## config.mk

```make
export PLATFORM = sky130hd
export DESIGN_NAME = scan_display_driver
export DESIGN_NICKNAME = d
export VERILOG_FILES = /design/src/rtl/scan_display_driver.sv
export SDC_FILE = /design/constraint.sdc
export NUM_CORES = 1
export LEC_CHECK = 0
export BUFFER_PORTS_ARGS = -buffer_cell sky130_fd_sc_hd__buf_2
export CAP_MARGIN = 10
export CORE_MARGIN = 3
export CORE_UTILIZATION = 45
export DETAILED_ROUTE_END_ITERATION = 7
export PLACE_DENSITY_LB_ADDON = 0.08
export SLEW_MARGIN = 20
export SYNTH_ARGS = -nofsm -noshare
export SYNTH_HDL_FRONTEND = slang
export SYNTH_SLANG_ARGS = --single-unit
```

## constraint.sdc

```tcl
create_clock -name i_clk -period 5.8 [get_ports i_clk]
set_input_delay 0.58 -clock i_clk [delete_from_list [all_inputs] [get_ports i_clk]]
set_output_delay 0.58 -clock i_clk [all_outputs]
set_load 0.005 [all_outputs]
```

## src/rtl/scan_display_driver.sv

```systemverilog
// rtl/scan_display_driver.sv - time-multiplexed row/segment LED scanner
// Blanked row slots with per-frame PWM duty and a double-buffered frame load.
module scan_display_driver #(
  parameter int NUM_ROWS       = 8,
  parameter int ROW_W          = 8,
  parameter int PRESCALE       = 1,
  parameter int BLANK_CYC      = 1,
  parameter int BRIGHT_W       = 4,
  parameter bit COM_ACTIVE_LOW = 1'b1,
  parameter bit SEG_REVERSE    = 1'b0
) (
  input  logic                      i_clk,
  input  logic                      i_rst_n,
  input  logic                      i_enable,
  input  logic [NUM_ROWS*ROW_W-1:0] i_frame_data,
  input  logic                      i_load,
  input  logic [BRIGHT_W-1:0]       i_brightness,
  output logic [NUM_ROWS-1:0]       o_com,
  output logic [ROW_W-1:0]          o_seg,
  output logic                      o_frame_start,
  output logic                      o_load_ack
);
  localparam int SLOT = BLANK_CYC + (2**BRIGHT_W) - 1;
  localparam int RW   = (NUM_ROWS > 1) ? $clog2(NUM_ROWS) : 1;
  localparam int PW   = (PRESCALE > 1) ? $clog2(PRESCALE) : 1;
  localparam int TW   = $clog2(SLOT + 1);
  localparam int FW   = NUM_ROWS * ROW_W;

  typedef enum logic [1:0] {S_IDLE, S_BLANK, S_DRIVE, S_DARK} state_t;

  state_t              r_state, w_state_nx;
  logic [FW-1:0]       r_stage, r_disp;
  logic                r_pend;
  logic [BRIGHT_W-1:0] r_bl;
  logic [RW-1:0]       r_row, w_row_nx;
  logic [PW-1:0]       r_pc, w_pc_nx;
  logic [TW-1:0]       r_t, w_t_nx;
  logic                w_tick, w_last, w_boundary, w_xfer;
  logic [ROW_W-1:0]    w_rows [NUM_ROWS];
  logic [ROW_W-1:0]    w_slice, w_seg_nx;
  logic [NUM_ROWS-1:0] w_onehot;

  assign w_tick = (int'(r_pc) == PRESCALE - 1);
  assign w_last = w_tick && (int'(r_t) == SLOT - 1);

  always_comb begin
    w_state_nx = r_state;
    w_row_nx   = r_row;
    w_pc_nx    = r_pc;
    w_t_nx     = r_t;
    if (!i_enable) begin
      w_state_nx = S_IDLE;
      w_row_nx   = '0;
      w_pc_nx    = '0;
      w_t_nx     = '0;
    end else if (r_state == S_IDLE) begin
      w_state_nx = S_BLANK;
      w_row_nx   = '0;
      w_pc_nx    = '0;
      w_t_nx     = '0;
    end else begin
      w_pc_nx = w_tick ? '0 : r_pc + PW'(1);
      if (w_last) begin
        w_state_nx = S_BLANK;
        w_t_nx     = '0;
        w_row_nx   = (int'(r_row) == NUM_ROWS - 1) ? '0 : r_row + RW'(1);
      end else if (w_tick) begin
        w_t_nx = r_t + TW'(1);
        case (r_state)
          S_BLANK: if (int'(r_t) == BLANK_CYC - 1)
                     w_state_nx = (r_bl != '0) ? S_DRIVE : S_DARK;
          S_DRIVE: if (int'(r_t) == BLANK_CYC + int'(r_bl) - 1)
                     w_state_nx = S_DARK;
          default: ;
        endcase
      end
    end
  end

  // Frame boundary: entering the row-0 blank slot, either from IDLE or by wrapping.
  assign w_boundary = i_enable && ((r_state == S_IDLE) || (w_last && (w_row_nx == '0)));
  assign w_xfer     = r_pend && ((r_state == S_IDLE) || w_boundary);

  // Row 0 is the most-significant slice and drives the most-significant com line.
  for (genvar g = 0; g < NUM_ROWS; g++) begin : g_rows
    assign w_rows[g]   = r_disp[(NUM_ROWS-g)*ROW_W-1 -: ROW_W];
    assign w_onehot[g] = (w_row_nx == RW'(NUM_ROWS - 1 - g));
  end

  assign w_slice = w_rows[w_row_nx];

  for (genvar b = 0; b < ROW_W; b++) begin : g_seg
    assign w_seg_nx[b] = SEG_REVERSE ? w_slice[ROW_W-1-b] : w_slice[b];
  end

  always_ff @(posedge i_clk or negedge i_rst_n) begin
    if (!i_rst_n) begin
      r_state       <= S_IDLE;
      r_row         <= '0;
      r_pc          <= '0;
      r_t           <= '0;
      r_stage       <= '0;
      r_disp        <= '0;
      r_pend        <= 1'b0;
      r_bl          <= '0;
      o_com         <= {NUM_ROWS{COM_ACTIVE_LOW}};
      o_seg         <= '0;
      o_frame_start <= 1'b0;
      o_load_ack    <= 1'b0;
    end else begin
      r_state       <= w_state_nx;
      r_row         <= w_row_nx;
      r_pc          <= w_pc_nx;
      r_t           <= w_t_nx;
      if (i_load) r_stage <= i_frame_data;
      if (w_xfer) r_disp <= r_stage;
      r_pend        <= i_load | (r_pend & ~w_xfer);
      if (w_boundary) r_bl <= i_brightness;
      o_frame_start <= w_boundary;
      o_load_ack    <= w_xfer;
      o_com         <= (w_state_nx == S_DRIVE)
                       ? (COM_ACTIVE_LOW ? ~w_onehot : w_onehot)
                       : {NUM_ROWS{COM_ACTIVE_LOW}};
      o_seg         <= (w_state_nx == S_DRIVE) ? w_seg_nx : '0;
    end
  end
endmodule
```

=== Word-level counts from Yosys, hierarchy flattened ===
Index checks and enable logic that the tools add are counted.

* Register bits: 162
* Bits of input ports: 72
* Output and inout bits: 18
* Word-level logic and storage cells: 72

* Add/subtract/negate cells: 5
* Magnitude comparators: 1
* Equal/unequal tests: 14
* Mux-type cells: 24
* Bitwise logic cells: 6
* Reduce and logical (&&, ||, !) cells: 10

{| class="wikitable"
|+ Operator list
! kind !! count
|-
| $mux 8 || 4
|-
| $bmux 8 s3 || 1
|-
| $mux 5 || 4
|-
| $eq 3x3->1 const B || 4
|-
| $mux 2 || 6
|-
| $mux 3 || 4
|-
| $not 8->8 || 1
|-
| $eq 3x1->1 const B || 2
|-
| $eq 3x2->1 const B || 2
|-
| $eq 6x6->1 || 1
|-
| $sub 5x1->6 const B || 1
|-
| $add 1x4->5 const A || 1
|-
| $add 5x1->5 const B || 1
|-
| $eq 5x5->1 const B || 1
|-
| $logic_not 5->1 || 1
|-
| $eq 2x2->1 const B || 2
|-
| $ge 4x4->1 const B || 1
|-
| $logic_and 1x1->1 || 4
|-
| $mux 1 || 4
|-
| $ne 4x2->1 const B || 1
|-
| $not 3->4 || 1
|-
| $pmux 2 s2 || 1
|-
| $reduce_bool 4->1 || 1
|-
| $add 3x1->3 const B || 1
|-
| 8 further kinds || 10
|}

=== Longest topological paths before layout ===
* Word-level depth: 14
* Depth in mapped cells: 9
* Depth with buffers taken out: 9

=== Worst setup path after synthesis ===
No wires, ideal clock.

* Kind: register to register
* Start point: register r_t[0]
* End point: register r_disp[13]
* Library setup time: 0.125 ns
* Data arrival time: 2.059 ns
* Required time: 5.675 ns
* Path slack: 3.615 ns
* Stages on the path, launching flop included: 10
* Path buffers: 3
* Clock period less this slack: 2.185 ns
* Path through: dfrtp_1 ha_1 and4b_1 buf_4 o21ai_2 a2111oi_2 o21ai_1 buf_4 buf_6 mux2_4

* Word-level cells in the longest chain between the ends: 11

{| class="wikitable"
|+ Ends and longest elaborated chain
! element !! line !! source
|-
| start: declaration || 37 || <nowiki>logic [TW-1:0] r_t, w_t_nx;</nowiki>
|-
| start signal: assignment || 114 || <nowiki>r_t <= w_t_nx;</nowiki>
|-
| $eq 5x5->1 (*) || 44 || <nowiki>assign w_last = w_tick && (int'(r_t) == SLOT - 1);</nowiki>
|-
| $logic_and 1x1->1 (*) || 44 ||
|-
| $mux 3 || 63 || <nowiki>if (w_last) begin</nowiki>
|-
| $mux 3 || 56 || <nowiki>end else if (r_state == S_IDLE) begin</nowiki>
|-
| $mux 3 || 51 || <nowiki>if (!i_enable) begin</nowiki>
|-
| $logic_not 3->1 || 81 || <nowiki>assign w_boundary = i_enable && ((r_state == S_IDLE) || (w_last && (w_row_nx == '0)));</nowiki>
|-
| $logic_and 1x1->1 (*) || 81 ||
|-
| $logic_or 1x1->1 (*) || 81 ||
|-
| $logic_and 1x1->1 (*) || 81 ||
|-
| $logic_or 1x1->1 (*) || 82 || <nowiki>assign w_xfer = r_pend && ((r_state == S_IDLE) || w_boundary);</nowiki>
|-
| $logic_and 1x1->1 (*) || 82 ||
|-
| end signal: assignment || 116 || <nowiki>if (w_xfer) r_disp <= r_stage;</nowiki>
|-
| end: declaration || 32 || <nowiki>logic [FW-1:0] r_stage, r_disp;</nowiki>
|}

Every way passes the cells marked *; elsewhere a longest branch is shown, timed or not.
A chain may end at the register's enable or synchronous reset.

=== Worst setup path in the final report ===
* Start point: register r_state[0]
* End point: register r_disp[2]

* Word-level cells in the longest chain between the ends: 9

{| class="wikitable"
|+ Ends and longest elaborated chain
! element !! line !! source
|-
| start: declaration || 31 || <nowiki>state_t r_state, w_state_nx;</nowiki>
|-
| start signal: assignment || 111 || <nowiki>r_state <= w_state_nx;</nowiki>
|-
| $logic_not 2->1 (*) || 56, 81, 82 ||
|-
| $mux 3 || 56 ||
|-
| $mux 3 || 51 ||
|-
| $logic_not 3->1 || 81 ||
|-
| $logic_and 1x1->1 || 81 ||
|-
| $logic_or 1x1->1 || 81 ||
|-
| $logic_and 1x1->1 || 81 ||
|-
| $logic_or 1x1->1 (*) || 82 ||
|-
| $logic_and 1x1->1 (*) || 82 ||
|}

Marks and branches as above.

==> flow_results.xml <==
<?xml version="1.0" encoding="UTF-8"?>
<metrics>
  <group name="run_status">
    <metric name="run_status" unit="">finished, final reports clean</metric>
  </group>
  <group name="finish">
    <metric name="nets" unit="">626</metric>
    <metric name="diodes" unit="">0</metric>
    <metric name="register_area" unit="µm²">4039</metric>
    <metric name="syn_to_final_growth" unit="%">17.38</metric>
    <metric name="multi_input_comb_area" unit="µm²">2728</metric>
    <metric name="drive_gt1_share" unit="%">52.59</metric>
    <metric name="final_cell_count_no_fill" unit="">743</metric>
    <metric name="final_layout_fill_cell_count" unit="">1218</metric>
  </group>
  <group name="placement">
    <metric name="detailed_place_hpwl" unit="mm">9.353</metric>
    <metric name="place_inst" unit="">711</metric>
    <metric name="port_buffers" unit="">89</metric>
    <metric name="gpl.final_weighted_congestion" unit="">0.7722</metric>
    <metric name="post-place-ws" unit="ps">2564</metric>
  </group>
  <group name="clock_tree">
    <metric name="cts.clk_slew.worst_paths" unit="ps">60</metric>
    <metric name="cts-root-buf" unit="">sky130_fd_sc_hd__clkbuf_16</metric>
    <metric name="clk-insertion-delay-late" unit="ps">430</metric>
    <metric name="cts_max_path_buffers" unit="">2</metric>
    <metric name="cts_resizes" unit="">0</metric>
    <metric name="h-tree-depth" unit="">4</metric>
    <metric name="post_cts.repair.setup_buffers" unit="">0</metric>
    <metric name="cts_tree" unit="">yes</metric>
    <metric name="cts_buffers" unit="">17</metric>
    <metric name="clock-sinks" unit="">161</metric>
    <metric name="ctsHoldBuffers" unit="">0</metric>
  </group>
  <group name="yosys">
    <metric name="synth_top_area_share" unit="%">55.12</metric>
    <metric name="synth_edf_count" unit="">0</metric>
    <metric name="yosysSeqAreaShare" unit="%">58.14</metric>
    <metric name="postSynthRegisterBits" unit="">161</metric>
    <metric name="synthDominantAreaCellType" unit="">sky130_fd_sc_hd__dfrtp_1</metric>
    <metric name="yosys.cell_count.top_type" unit="">sky130_fd_sc_hd__dfrtp_1</metric>
    <metric name="yosys.cell_types.count" unit="">44</metric>
    <metric name="mappedNetlistNets" unit="">539</metric>
    <metric name="post_synth_main_area_contributors" unit="">sky130_fd_sc_hd__dfrtp_1 (55%), sky130_fd_sc_hd__mux2_2 (16%), sky130_fd_sc_hd__mux2_4 (11%), sky130_fd_sc_hd__dfstp_2 (3.0%), sky130_fd_sc_hd__o221ai_1 (2.0%)</metric>
    <metric name="dominantRegCellSynth" unit="">sky130_fd_sc_hd__dfrtp_1</metric>
    <metric name="synth_warnings" unit="">0</metric>
    <metric name="synth_area_per_cell" unit="µm²">15.13</metric>
    <metric name="synthCells" unit="">459</metric>
    <metric name="yosys-top-cells-count" unit="">sky130_fd_sc_hd__dfrtp_1 (153), sky130_fd_sc_hd__mux2_2 (101), sky130_fd_sc_hd__mux2_4 (50)</metric>
    <metric name="syn_area" unit="µm²">6947</metric>
    <metric name="fraction_of_registers_with_async_set_reset" unit="%">100.0</metric>
  </group>
  <group name="floorplan">
    <metric name="pin_count" unit="">90</metric>
    <metric name="std_cell_rows" unit="">44</metric>
    <metric name="die_area" unit="µm²">16960</metric>
    <metric name="initial_core_util" unit="%">46.91</metric>
    <metric name="die_x" unit="µm">130.2</metric>
    <metric name="die-height" unit="µm">130.2</metric>
    <metric name="core" unit="µm²">14810</metric>
  </group>
  <group name="sta">
    <metric name="setup_repair_after_global_routing_missed_its_margin" unit="">false</metric>
    <metric name="fin_setup_tns" unit="ps">0</metric>
    <metric name="setup_viol" unit="">0</metric>
    <metric name="worstMarginPinSlew" unit="ps">950.1</metric>
    <metric name="min_period_over_period" unit="%">56.11</metric>
    <metric name="fin_ws" unit="ps">2545</metric>
    <metric name="timing.final.crit_period" unit="ps">3255</metric>
    <metric name="hold_viol_final" unit="">0</metric>
    <metric name="worst_slew_margin_rel" unit="%">36.66</metric>
    <metric name="timing.final.max_slew_violations" unit="">0</metric>
    <metric name="clock_skew" unit="ps">6.199</metric>
    <metric name="fmax" unit="GHz">0.3073</metric>
  </group>
  <group name="critical_path">
    <metric name="cpMaxStageDelayCell" unit="">sky130_fd_sc_hd__buf_4</metric>
    <metric name="cp_slowest_stage_delay" unit="ps">770</metric>
    <metric name="timing.critical_path.max_delay_family" unit="">buffers and inverters</metric>
    <metric name="crit_path_cell_trace" unit="">inv_1 -&gt; ha_1 -&gt; nor2b_1 -&gt; buf_4 -&gt; a2111oi_2 -&gt; o21ai_4 -&gt; buf_4 -&gt; mux2_2</metric>
    <metric name="setup.worst_path.end_class" unit="">register</metric>
    <metric name="critical_path_arrival" unit="ps">3570</metric>
    <metric name="critPathLaunchType" unit="">register</metric>
    <metric name="critical_path.n_buffers_inverters" unit="">3</metric>
    <metric name="critPathMaxFanout" unit="">48</metric>
    <metric name="critical-path-top-cell-by-count" unit="">sky130_fd_sc_hd__buf_4</metric>
    <metric name="worst_ep_required_time" unit="ps">6110</metric>
    <metric name="worstSetupPathType" unit="">reg2reg</metric>
  </group>
  <group name="power">
    <metric name="share_seq_of_total_power" unit="%">45.5</metric>
    <metric name="cell_internal_pwr" unit="µW">2476</metric>
    <metric name="finalPower" unit="µW">3296</metric>
    <metric name="power.switching" unit="µW">820.0</metric>
    <metric name="power.switching_fraction" unit="%">24.88</metric>
    <metric name="power.density" unit="nW/µm²">404.2</metric>
    <metric name="max-vdd-ir-drop" unit="mV">0.2910</metric>
    <metric name="total_leakage_power" unit="µW">0.003704</metric>
    <metric name="power_frac_clock" unit="%">35.8</metric>
    <metric name="combinationalPowerShare" unit="%">18.6</metric>
  </group>
  <group name="min_path">
    <metric name="holdCritPathClass" unit="">in2async</metric>
  </group>
  <group name="global_route">
    <metric name="grt_pass1_wl" unit="mm">22.36</metric>
    <metric name="gr-usage-all-layers" unit="%">17.58</metric>
    <metric name="pin_count_of_the_biggest_net_entering_global_routing" unit="">121</metric>
    <metric name="grt_pass1_vias" unit="">4122</metric>
    <metric name="grt-ovfl-total" unit="">0</metric>
    <metric name="antenna_found_initial" unit="">0</metric>
  </group>
  <group name="routing">
    <metric name="wl_per_cell" unit="µm">18.57</metric>
    <metric name="drt-initial-drc-count" unit="">239</metric>
    <metric name="viasPerCell" unit="">5.280</metric>
    <metric name="num_vias" unit="">3923</metric>
    <metric name="drt_pre_antenna_iters" unit="">4</metric>
    <metric name="postRouteAntennaNets" unit="">0</metric>
    <metric name="finalWirelength" unit="mm">13.80</metric>
    <metric name="drc" unit="">0</metric>
  </group>
  <group name="run">
    <metric name="maxCapViolCount" unit="">0</metric>
  </group>
</metrics>
==> layout make-up <==
cell class | count | area share (%)
flip-flops and latches | 161 | 49.53
multi-input cells | 261 | 33.45
repair buffers | 93 | 5.938
clock buffers | 19 | 5.432
well taps | 184 | 2.823
clock inverters | 13 | 2.271
inverters | 12 | 0.5524
==> state kept, by name, indices dropped and copies added, names as in the netlist <==
name / count
r_row: 3
o_seg: 8
o_com: 8
o_load_ack: 1
r_bl: 4
r_stage: 64
r_pend: 1
o_frame_start: 1
r_disp: 64
r_t: 5
r_state: 2
==> cells by family after synthesis <==
| kind of cell | after synthesis | synth area share [%] |
|---|---|---|
| AOI/OAI and AO/OA | 39 | 4.431 |
| adders and majority gates | 8 | 1.441 |
| DFF | 161 | 58.14 |
| muxes | 152 | 27.32 |
| xor gates and xnor gates | 6 | 0.7565 |
| buffers and inverters | 37 | 2.756 |
| and+or+nand+nor | 56 | 5.151 |
==> stage by stage <==
step / hold slack (ps) / cell area [µm²] / utilization [%]
floorplan: 284.4 / 6947 / -
detailed placement: 489.4 / 7523 / 50.80
global route: 365.8 / 8154 / 55.06
global placement: 482.5 / 7523 / 50.80
finish: 252.0 / 8154 / 55.06
CTS: 364.3 / 8152 / 55.04
==> worst paths after layout <==
check | from | endpoint | slack (ps) | depth (start not counted)
worst max-delay path | r_state[0] | r_disp[2] | 2550 | 8
worst min-delay path | i_rst_n | r_stage[11] | 250 | 1
worst max register to register | r_state[0] | r_disp[2] | 2550 | 8
worst min register to register | r_stage[20] | r_disp[20] | 500 | 1
max in group asynchronous | i_rst_n | o_com[1] | 4430 | 2
min in group i_clk | i_frame_data[23] | r_stage[23] | 380 | 2
==> routing by layer <==
layer	global-route usage, %	wire length [µm]	vias to the layer above
li1	-	-	1841
met1	26.27	6895	1981
met2	24.77	6016	89
met3	4.011	662	12
met4	7.152	221	0
met5	0	0	-
==> power by group through the flow <==
| stage | Clock, µW | Combinational (µW) | Sequential [µW] |
|---|---|---|---|
| 2_1_floorplan | 0 | 497 | 1460 |
| 3_5_place_dp | 0 | 618 | 1520 |
| 6_report | 1180 | 614 | 1500 |
| 4_1_cts | 1210 | 623 | 1500 |
| 3_3_place_gp | 0 | 604 | 1510 |
| 5_1_grt | 1250 | 666 | 1530 |
==> cells in the final DEF, fill, tap and decap left out, types with 2 or more instances in the layout <==
cell type                    Yosys  layout
sky130_fd_sc_hd__a211oi_1        3       3
sky130_fd_sc_hd__a31oi_1         2       2
sky130_fd_sc_hd__buf_2           6      88
sky130_fd_sc_hd__buf_4           2       4
sky130_fd_sc_hd__bufinv_16       0       4
sky130_fd_sc_hd__clkbuf_16       0      17
sky130_fd_sc_hd__clkbuf_8        0       2
sky130_fd_sc_hd__clkinv_2        0       2
sky130_fd_sc_hd__clkinvlp_4      0       5
sky130_fd_sc_hd__dfrtp_1       153     153
sky130_fd_sc_hd__dfstp_2         8       8
sky130_fd_sc_hd__ha_1            8       8
sky130_fd_sc_hd__inv_1          12      12
sky130_fd_sc_hd__mux2_2        101     101
sky130_fd_sc_hd__mux2_4         50      50
sky130_fd_sc_hd__nand2_1         8       8
sky130_fd_sc_hd__nand3_1         2       2
sky130_fd_sc_hd__nand3b_1       15      15
sky130_fd_sc_hd__nand4_1         4       4
sky130_fd_sc_hd__nand4b_1        2       2
sky130_fd_sc_hd__nor2_1          5       5
sky130_fd_sc_hd__nor2b_1         4       4
sky130_fd_sc_hd__nor3_1          2       2
sky130_fd_sc_hd__o221ai_1       16      16
sky130_fd_sc_hd__o22ai_1         8       8
sky130_fd_sc_hd__or2_2           4       4
sky130_fd_sc_hd__or3_1           3       3
sky130_fd_sc_hd__xnor2_1         5       5
Power figures use the tool's default switching activity.
